--- src/rtl/pipelined_adder_sub.sv ---
// WIDTH-bit add/subtract with the ripple carry cut into STAGES registered
// segments. Each segment adds its slice of the operands plus the carry
// registered by the segment below, so the carry advances one segment per clock.
// Signed overflow detection, optional saturation and a valid/ready stream
// handshake with a single global advance enable.
module pipelined_adder_sub #(
  parameter int WIDTH    = 16,
  parameter int STAGES   = 4,
  parameter int SATURATE = 0
) (
  input  logic             clk,
  input  logic             rst,
  input  logic             in_valid,
  output logic             in_ready,
  input  logic [WIDTH-1:0] a,
  input  logic [WIDTH-1:0] b,
  input  logic             sub,
  input  logic             cin,
  output logic             out_valid,
  input  logic             out_ready,
  output logic [WIDTH-1:0] sum,
  output logic             carry_out,
  output logic             overflow
);

  localparam int SEG = WIDTH / STAGES;

  // Stage inputs (st_*) and stage results (nx_*); index k is segment k.
  logic [WIDTH-1:0] st_a [STAGES];
  logic [WIDTH-1:0] st_b [STAGES];
  logic [WIDTH-1:0] st_s [STAGES];
  logic             st_c [STAGES];
  logic             st_v [STAGES];
  logic [WIDTH-1:0] nx_s [STAGES];
  logic             nx_c [STAGES];

  // Registers at the output of each segment. The last entry of r_v is the
  // stream's out_valid; the final sum/flags live in the output registers.
  logic [WIDTH-1:0] r_a  [STAGES];
  logic [WIDTH-1:0] r_b  [STAGES];
  logic [WIDTH-1:0] r_s  [STAGES];
  logic             r_c  [STAGES];
  logic             r_v  [STAGES];

  logic             en;
  logic [WIDTH-1:0] b_eff;
  logic             c0;
  logic [SEG:0]     seg;
  logic [WIDTH-1:0] raw;
  logic             a_msb;
  logic             b_msb;
  logic             ovf;
  logic [WIDTH-1:0] res;

  // Whole pipeline advances together whenever the output slot is free or drained.
  assign en        = ~out_valid | out_ready;
  assign in_ready  = en;
  assign out_valid = r_v[STAGES-1];

  // Operand conditioning, per-segment ripple add, and final overflow/saturation.
  always_comb begin
    b_eff = sub ? ~b : b;
    c0    = sub ? ~cin : cin;

    st_a[0] = a;
    st_b[0] = b_eff;
    st_s[0] = '0;
    st_c[0] = c0;
    st_v[0] = in_valid;
    for (int k = 1; k < STAGES; k++) begin
      st_a[k] = r_a[k-1];
      st_b[k] = r_b[k-1];
      st_s[k] = r_s[k-1];
      st_c[k] = r_c[k-1];
      st_v[k] = r_v[k-1];
    end

    seg = '0;
    for (int k = 0; k < STAGES; k++) begin
      seg = {1'b0, st_a[k][k*SEG +: SEG]} + {1'b0, st_b[k][k*SEG +: SEG]}
          + {{SEG{1'b0}}, st_c[k]};
      nx_s[k] = st_s[k];
      nx_s[k][k*SEG +: SEG] = seg[SEG-1:0];
      nx_c[k] = seg[SEG];
    end

    raw   = nx_s[STAGES-1];
    a_msb = st_a[STAGES-1][WIDTH-1];
    b_msb = st_b[STAGES-1][WIDTH-1];
    ovf   = (a_msb == b_msb) & (raw[WIDTH-1] != a_msb);
    res   = raw;
    if ((SATURATE != 0) && ovf) begin
      res = a_msb ? {1'b1, {(WIDTH-1){1'b0}}} : {1'b0, {(WIDTH-1){1'b1}}};
    end
  end

  // Segment registers advance on en; output registers load only on a valid result.
  always_ff @(posedge clk) begin
    if (rst) begin
      for (int k = 0; k < STAGES; k++) begin
        r_v[k] <= 1'b0;
      end
      sum       <= '0;
      carry_out <= 1'b0;
      overflow  <= 1'b0;
    end else if (en) begin
      for (int k = 0; k < STAGES; k++) begin
        r_v[k] <= st_v[k];
        r_a[k] <= st_a[k];
        r_b[k] <= st_b[k];
        r_s[k] <= nx_s[k];
        r_c[k] <= nx_c[k];
      end
      if (st_v[STAGES-1]) begin
        sum       <= res;
        carry_out <= nx_c[STAGES-1];
        overflow  <= ovf;
      end
    end
  end

endmodule

--- config.mk ---
export PLATFORM = sky130hd
export DESIGN_NAME = pipelined_adder_sub
export DESIGN_NICKNAME = d
export VERILOG_FILES = /design/src/rtl/pipelined_adder_sub.sv
export SDC_FILE = /design/constraint.sdc
export NUM_CORES = 1
export LEC_CHECK = 0
export CORE_MARGIN = 5
export CORE_UTILIZATION = 40
export DETAILED_ROUTE_END_ITERATION = 8
export GPL_ROUTABILITY_DRIVEN = 1
export SYNTH_ARGS = -nofsm -noshare
export SYNTH_HDL_FRONTEND = slang
export SYNTH_SLANG_ARGS = --single-unit
--- constraint.sdc ---
create_clock -name clk -period 5.55 [get_ports clk]
set_input_delay 0.555 -clock clk [delete_from_list [all_inputs] [get_ports clk]]
set_output_delay 0.555 -clock clk [all_outputs]
set_load 0.1 [all_outputs]
Word level (Yosys, flattened, before mapping)
Memories as Yosys holds them, arrays and structs flattened.
Cells that the tools add are included.
Widths: inputs -> output; s select.
{"block": "totals", "in_bits": 38, "word_cells": 39, "ff_bits": 18, "mem_bits_rw": 200, "output_inout_bits": 20, "n_memories": 5}
{"name": "r_a", "depth": 4, "width": 16, "read_ports": 3, "rd_clocked_by_memory_dff": 0, "wr": 4, "line": "39", "source": "logic [WIDTH-1:0] r_a [STAGES];"}
{"name": "r_b", "depth": 4, "width": 16, "read_ports": 3, "rd_clocked_by_memory_dff": 0, "wr": 4, "line": "40", "source": "logic [WIDTH-1:0] r_b [STAGES];"}
{"name": "r_s", "depth": 4, "width": 16, "read_ports": 3, "rd_clocked_by_memory_dff": 0, "wr": 4, "line": "41", "source": "logic [WIDTH-1:0] r_s [STAGES];"}
{"name": "r_c", "depth": 4, "width": 1, "read_ports": 3, "rd_clocked_by_memory_dff": 0, "wr": 4, "line": "42", "source": "logic r_c [STAGES];"}
{"name": "r_v", "depth": 4, "width": 1, "read_ports": 4, "rd_clocked_by_memory_dff": 0, "wr": 4, "line": "43", "source": "logic r_v [STAGES];"}
{"block": "classes", "bitwise": 9, "addsub": 8, "n_reduce_logical": 1, "n_eq_ne": 2, "n_mux": 11}
{"operator": "$add 4x4->5", "count": 4}
{"operator": "$add 5x1->5", "count": 4}
{"operator": "$mux 16", "count": 1}
{"operator": "$not 16->16", "count": 1}
{"operator": "$mux 1", "count": 10}
{"operator": "$or 1x1->1", "count": 5}
{"operator": "$not 1->1", "count": 2}
{"operator": "$reduce_and 2->1", "count": 1}
{"operator": "$and 1x1->1", "count": 1}
{"operator": "$eq 1x1->1", "count": 1}
{"operator": "$ne 1x1->1", "count": 1}

Longest topological paths before layout
Gate-level depths: netlist (run 1).
An unclocked memory read counts as a cell.
{"block": "depth", "ltp_word": 7, "depth_mapped": 7, "ltp_nobuf": 6}

Least setup slack after synthesis (run 1)
Ideal clock, no wire load.
{"block": "synth_path", "path_type": "register -> register", "from": "memory r_v[3][0] (netlist: r_v[0][3])", "to": "memory r_a[0][10], enable pin", "path_stages_with_launch": 4, "path_slack_ns": 0.656, "arrival_time_ns": 4.382, "required_time_ns": 5.038, "path_buffers": 1, "setup_time_ns": 0.512, "synth_period_minus_slack_ns": 4.894, "path_cell_list": "edfxtp_1 > nor2b_4 > buf_6 > nor2_1"}
{"item": "from (decl)", "line": "43"}
{"item": "to (decl)", "line": "39"}

Worst setup path after layout (run 1)
{"block": "layout_path", "from": "input out_ready", "to": "output in_ready"}
{"block": "layout_between", "elab_chain_cells": 1}
{"item": "from (decl)", "line": "20", "source": "input logic out_ready,"}
{"item": "$or 1x1->1", "line": "56", "source": "assign en = ~out_valid | out_ready;"}
{"item": "to (decl)", "line": "14", "source": "output logic in_ready,"}
Every way passes these cells.

==> results_dict.tcl, run 1 <==
set metrics [dict create \
    status "complete, no violations" \
    die_x_um 108 \
    routed_via_density 4.49 \
    hp-class "reg -> reg" \
    fin_crit_sh_pct 56.7 \
    use_met1_pct 14.4 \
    slowest_stage "clkdlybuf4s50_1" \
    cts_htree_levels 3 \
    cts_tree "yes" \
    tightest_slew_ns 0.977 \
    cp-end-kind "output port" \
    grt_usage_pct 10.3 \
    fp-row-count 35 \
    grt_start_max_net_pins 55 \
    wl_um 5580 \
    power_frac_comb_pct 11.4 \
    hold_buffers 0 \
    path_cells "clkdlybuf4s50_1 > nor2b_4 > inv_6 > clkdlybuf4s50_1" \
    p_switching_uw 351 \
    cts_made_buffers 9 \
    critPathMostFrequentCell "clkdlybuf4s50_1" \
    fin_nets 363 \
    fin_skew_ns 0.00971 \
    maxSlewViolCount 0 \
    cts_setup_buffers 0 \
    cts_root_buffer "clkbuf_8" \
    clock_latency_ns 0.34 \
    drt-initial-drc-count 76 \
    ant_nets 0 \
    synthesis.area_sq_mm 0.00387 \
    clock_sinks 97 \
    initial_core_util_pct 41.5 \
    fin_crit_ns 3.14 \
    multi_input_area_sq_mm 0.00102 \
    grt_overflow 0 \
    wl_per_cell_um 12.7 \
    final_common_cell "edfxtp_1" \
    final_cell_mix "79 x edfxtp_1, 57 x clkdlybuf4s50_1, 19 x a21oi_1, 18 x xor2_1, 18 x dfxtp_1" \
    drc 0 \
    slew_headroom_pct 34.7 \
    synth_fp_nets 304 \
    irDropWorstVdd_uv 140 \
    met2_usage_pct 15.0 \
    dp_slack_ns 2.21 \
    synth-seq-area-share_pct 70.7 \
    synth.avg_cell_area_sq_um 15.7 \
    fin_ws_ns 2.41 \
    fmax_ghz 0.318 \
    ys_types 33 \
    grt_busiest_layer "met2" \
    num_vias 1965 \
    power.leakage_nw 1.71 \
    cp_max_fo 21 \
    place.gp.congestion 0.720 \
    drive_above_1_share_pct 6.80 \
    grt_pass1_vias 1962 \
    dpl.hpwl_um 3860 \
    finalSetupTns_ns 0 \
    die_area_sq_mm 0.0117 \
    use_met3_pct 2.33 \
    antenna_cells 0 \
    drt-pass1-iter-count 4 \
    path_clk_slew_ns 0.09 \
    finalHoldViolCount 0 \
    regArea_sq_mm 0.00273 \
    cts_resized 0 \
    worst_path_largest_cell_delay_ns 1.01 \
    ys_ff_latch 97 \
    worstPathArrival_ns 2.59 \
    path_class "in -> out" \
    clockBufferDepth 2 \
    maxCapViolCount 0 \
    clkPwrFrac_pct 34.4 \
    power_density_mw_per_mm2 341 \
    cp.required_ns 4.99 \
    io_pins 58 \
    core_area_sq_mm 0.00933 \
    grt_pass1_wl_um 9360 \
    antenna_found_initial 0 \
    die_h_um 108 \
    setup.worst_path.start_class "primary input" \
    p_seq_share_pct 54.2 \
    nFillCells 802 \
    swShare_pct 21.5 \
    area.growth.synth_to_final_pct 23.9 \
    rsz0062_at_grt "false" \
    io_buffer_count 57 \
    ys_warn_count 0 \
    finalPower_mw 1.63 \
    internal_power_mw 1.28 \
    setup_violations 0 \
    synthCells 246 \
]
[through the flow]
| step | cell area [sq um] | hold WS (ns) | cells | util [%] |
|---|---|---|---|---|
| after global routing | 4790 | 0.429 | 438 | 51.4 |
| final | 4790 | 0.417 | 438 | 51.4 |
| after floorplan | 3870 | 0.400 | 246 | - |
| after global placement | 4540 | 0.402 | 423 | 48.7 |
| after detailed placement | 4540 | 0.405 | 423 | 48.7 |
| after CTS | 4790 | 0.415 | 438 | 51.4 |
[critical path: cells and delay by family]
family                 cells  cell delay, ns
AND/OR/NAND/NOR            1            0.42
buffers and inverters      3            1.61
[registers in the layout, indices dropped and copies added (netlist names)]
signal,count
sum,16
r_b,24
r_v,4
r_a,24
r_s,24
r_c,3
overflow,1
carry_out,1
[metal layers]
layer,part of all wire (%),wire (um),vias up
met2,45,2520,52
met4,1.7,95,0
met3,4.7,264,9
met5,0,0,-
met1,48,2710,892
li1,-,-,1012
[kinds of logic (layout without fill, tap and decap cells)]
kind of cell / after synthesis / count (layout) / synth area share [%]
XOR/XNOR: 24 / 24 / 5.44
adder cells (fa/ha/maj): 20 / 20 / 8.02
flip-flops: 97 / 97 / 70.7
AND/OR/NAND/NOR: 35 / 35 / 5.21
AO/OA/AOI/OAI: 49 / 49 / 7.41
buffers and inverters: 21 / 84 / 3.27
[power by group through the flow]
| stage | Combinational, mW | Sequential (mW) | Clock [mW] |
|---|---|---|---|
| after global placement | 0.185 | 0.900 | 0 |
| after floorplan | 0.0914 | 0.934 | 0 |
| after global routing | 0.206 | 0.891 | 0.609 |
| after detailed placement | 0.188 | 0.902 | 0 |
| final | 0.187 | 0.884 | 0.562 |
| after CTS | 0.189 | 0.885 | 0.576 |
[path summary, 6_finish.rpt]
kind,startpoint,depth (start not counted),end,slack (ns)
max,out_ready,4,in_ready,2.41
min,r_a[0][9],0,r_a[1][9],0.42
max reg2reg,r_v[0][3],3,r_a[0][11],3.38
min reg2reg,r_a[0][9],0,r_a[1][9],0.42
[area by class of cell]
type	instances	share of cell area [%]
Sequential cell	97	57.0
Multi-Input combinational cell	128	21.2
Timing Repair Buffer	59	12.2
Tap cell	129	3.37
Clock inverter	6	2.74
Clock buffer	9	2.58
Inverter	10	0.887
[synth_stat cells]
cell type,count,share of area [%]
or2_1,1,0.16
inv_1,8,0.78
fa_1,8,4.1
buf_6,1,0.29
inv_6,1,0.23
xor2_1,18,4.1
and3_1,1,0.16
dfxtp_1,18,9.3
a21o_1,7,1.4
a21oi_2,1,0.23
a21oi_1,19,2.5
o21ai_1,2,0.26
and2_1,3,0.49
ha_1,12,3.9
nor2b_1,2,0.32
nand2b_1,5,0.81
nand4b_1,1,0.23
nor3b_1,1,0.19
o2111ai_1,2,0.45
edfxtp_1,79,61
o21ai_0,14,1.8
buf_4,4,0.78
inv_2,1,0.097
buf_2,3,0.39
xnor2_1,6,1.4
buf_12,1,0.52
nand3_1,15,1.9
o221ai_1,2,0.45
clkbuf_1,2,0.19
a211oi_1,2,0.39
nor2b_4,1,0.36
nor3_1,2,0.26
nor2_1,3,0.29
No activity file was read; power rests on OpenSTA's default activity.
==> run 2: changes to the inputs <==
clock period = 3 ns   (was 5.55 ns; I/O delays follow)
==> results_dict.tcl, run 2 (synthesis results as in run 1) <==
set metrics [dict create \
    status "complete, no violations" \
    cts_setup_buffers 0 \
    final_cell_mix "79 x edfxtp_1, 37 x clkdlybuf4s50_1, 24 x buf_4, 19 x a21oi_1" \
    hp-class "reg -> reg" \
    maxCapViolCount 0 \
    fin_nets 366 \
    worstReg2RegEnd "carry_out" \
    cp.required_ns 3.12 \
    antenna_cells 0 \
    rr_worst_depth 5 \
    rr_startpoint "r_b[2][12]" \
    cts_resized 0 \
    hold_buffers 0 \
    tightest_slew_ns 0.484 \
    die_area_sq_mm 0.0117 \
    worstPathArrival_ns 2.25 \
    clock_sinks 97 \
    clockBufferDepth 2 \
    grt_start_max_net_pins 76 \
    io_buffer_count 57 \
    holdPathStages 0 \
    fin_skew_ns 0.00936 \
    cts_tree "yes" \
    irDropWorstVdd_uv 228 \
    finalSetupTns_ns 0 \
    hold_start "r_s[1][2]" \
    cts_root_buffer "clkbuf_8" \
    path_clk_slew_ns 0.09 \
    maxSlewViolCount 0 \
    initial_core_util_pct 41.5 \
    worstSetupStartpoint "sub" \
    wl_um 5680 \
    io_pins 58 \
    post-route-util_pct 50.4 \
    place.gp.congestion 0.757 \
    wl_per_cell_um 12.9 \
    cts_made_buffers 9 \
    fin_crit_sh_pct 71.3 \
    drt-pass1-iter-count 4 \
    hold_end "r_s[2][2]" \
    dpl.hpwl_um 3940 \
    fp-row-count 35 \
    r2r_slack_ns 1.15 \
    cp_max_fo 4 \
    fmax_ghz 0.468 \
    core_area_sq_mm 0.00933 \
    clock_latency_ns 0.35 \
    instances_no_fill 442 \
    slew_headroom_pct 67.7 \
    drive_above_1_share_pct 14.4 \
    die_h_um 108 \
    setup.worst_path.start_class "primary input" \
    area.growth.synth_to_final_pct 21.7 \
    setup_violations 0 \
    num_vias 1994 \
    fin_crit_ns 2.14 \
    grt_pass1_wl_um 9670 \
    cts_htree_levels 3 \
    grt_usage_pct 10.7 \
    finalHoldViolCount 0 \
    path_class "in -> reg" \
    drt-initial-drc-count 86 \
    cp-end-kind "flip-flop" \
    grt_pass1_vias 2075 \
    grt_overflow 0 \
    routed_via_density 4.51 \
    final_common_cell "edfxtp_1" \
    die_x_um 108 \
    drc 0 \
    dp_cells 426 \
    antenna_found_initial 0 \
    power_density_mw_per_mm2 586 \
    power.leakage_nw 1.74 \
    ant_nets 0 \
    reg.largest.list "r_a (24), r_b (24), r_s (24)" \
    rsz0062_at_grt "false" \
]
-- run 2: cell count changes in the layout (fill, tap and decap cells not counted), sizes merged --
| cell | previous run | this run |
|---|---|---|
| clkinv | 1 | 2 |
| bufinv | 4 | 0 |
| clkinvlp | 1 | 0 |
| inv | 10 | 15 |
| clkdlybuf4s50 | 57 | 37 |
| buf | 2 | 25 |
-- run 2: area by class of cell --
class                           count  area, sq um
Clock buffer                        9          124
Clock inverter                      7         58.8
Fill cell                         822         4620
Inverter                           10         42.5
Multi-Input combinational cell    128         1020
Sequential cell                    97         2730
Tap cell                          129          161
Timing Repair Buffer               62          571
-- run 2: stage by stage --
stage | power, mW | setup slack (ns) | hold WS, ns | cell area [sq um]
after CTS | 2.80 | 0.860 | 0.426 | 4710
after global routing | 2.90 | 0.816 | 0.425 | 4710
after detailed placement | 2.02 | 0.469 | 0.405 | 4520
after floorplan | 1.89 | 0.288 | 0.399 | 3870
after global placement | 2.01 | 0.506 | 0.402 | 4520
final | 2.76 | 0.862 | 0.425 | 4710
-- run 2: worst max path at each step --
stage	end	slack, ns	cells after the start
global route	r_c[0]	0.82	6
finish	r_c[0]	0.86	6
CTS	r_c[0]	0.86	6
global placement	r_c[0]	0.51	6
floorplan	r_a[0][10]	0.29	3
detailed placement	r_c[0]	0.47	6
-- run 2: power by group --
part           internal [mW]  switching [mW]  total, mW
registers               1.59          0.0342       1.63
logic                  0.145           0.207      0.352
clock network          0.318           0.462      0.780
total                   2.06           0.703       2.76
-- run 2: critical path, stage by stage --
cell	delay (ns)
clkdlybuf4s50_1	0.51
xor2_1	0.22
fa_1	0.45
fa_1	0.43
a21o_1	0.18
a21o_1	0.16
-- run 2: metal layers --
layer	global-route usage, %	wire (um)	vias up
li1	-	-	1019
met4	5.95	103	0
met2	16.0	2620	51
met1	14.3	2700	917
met5	0	0	-
met3	2.51	265	7
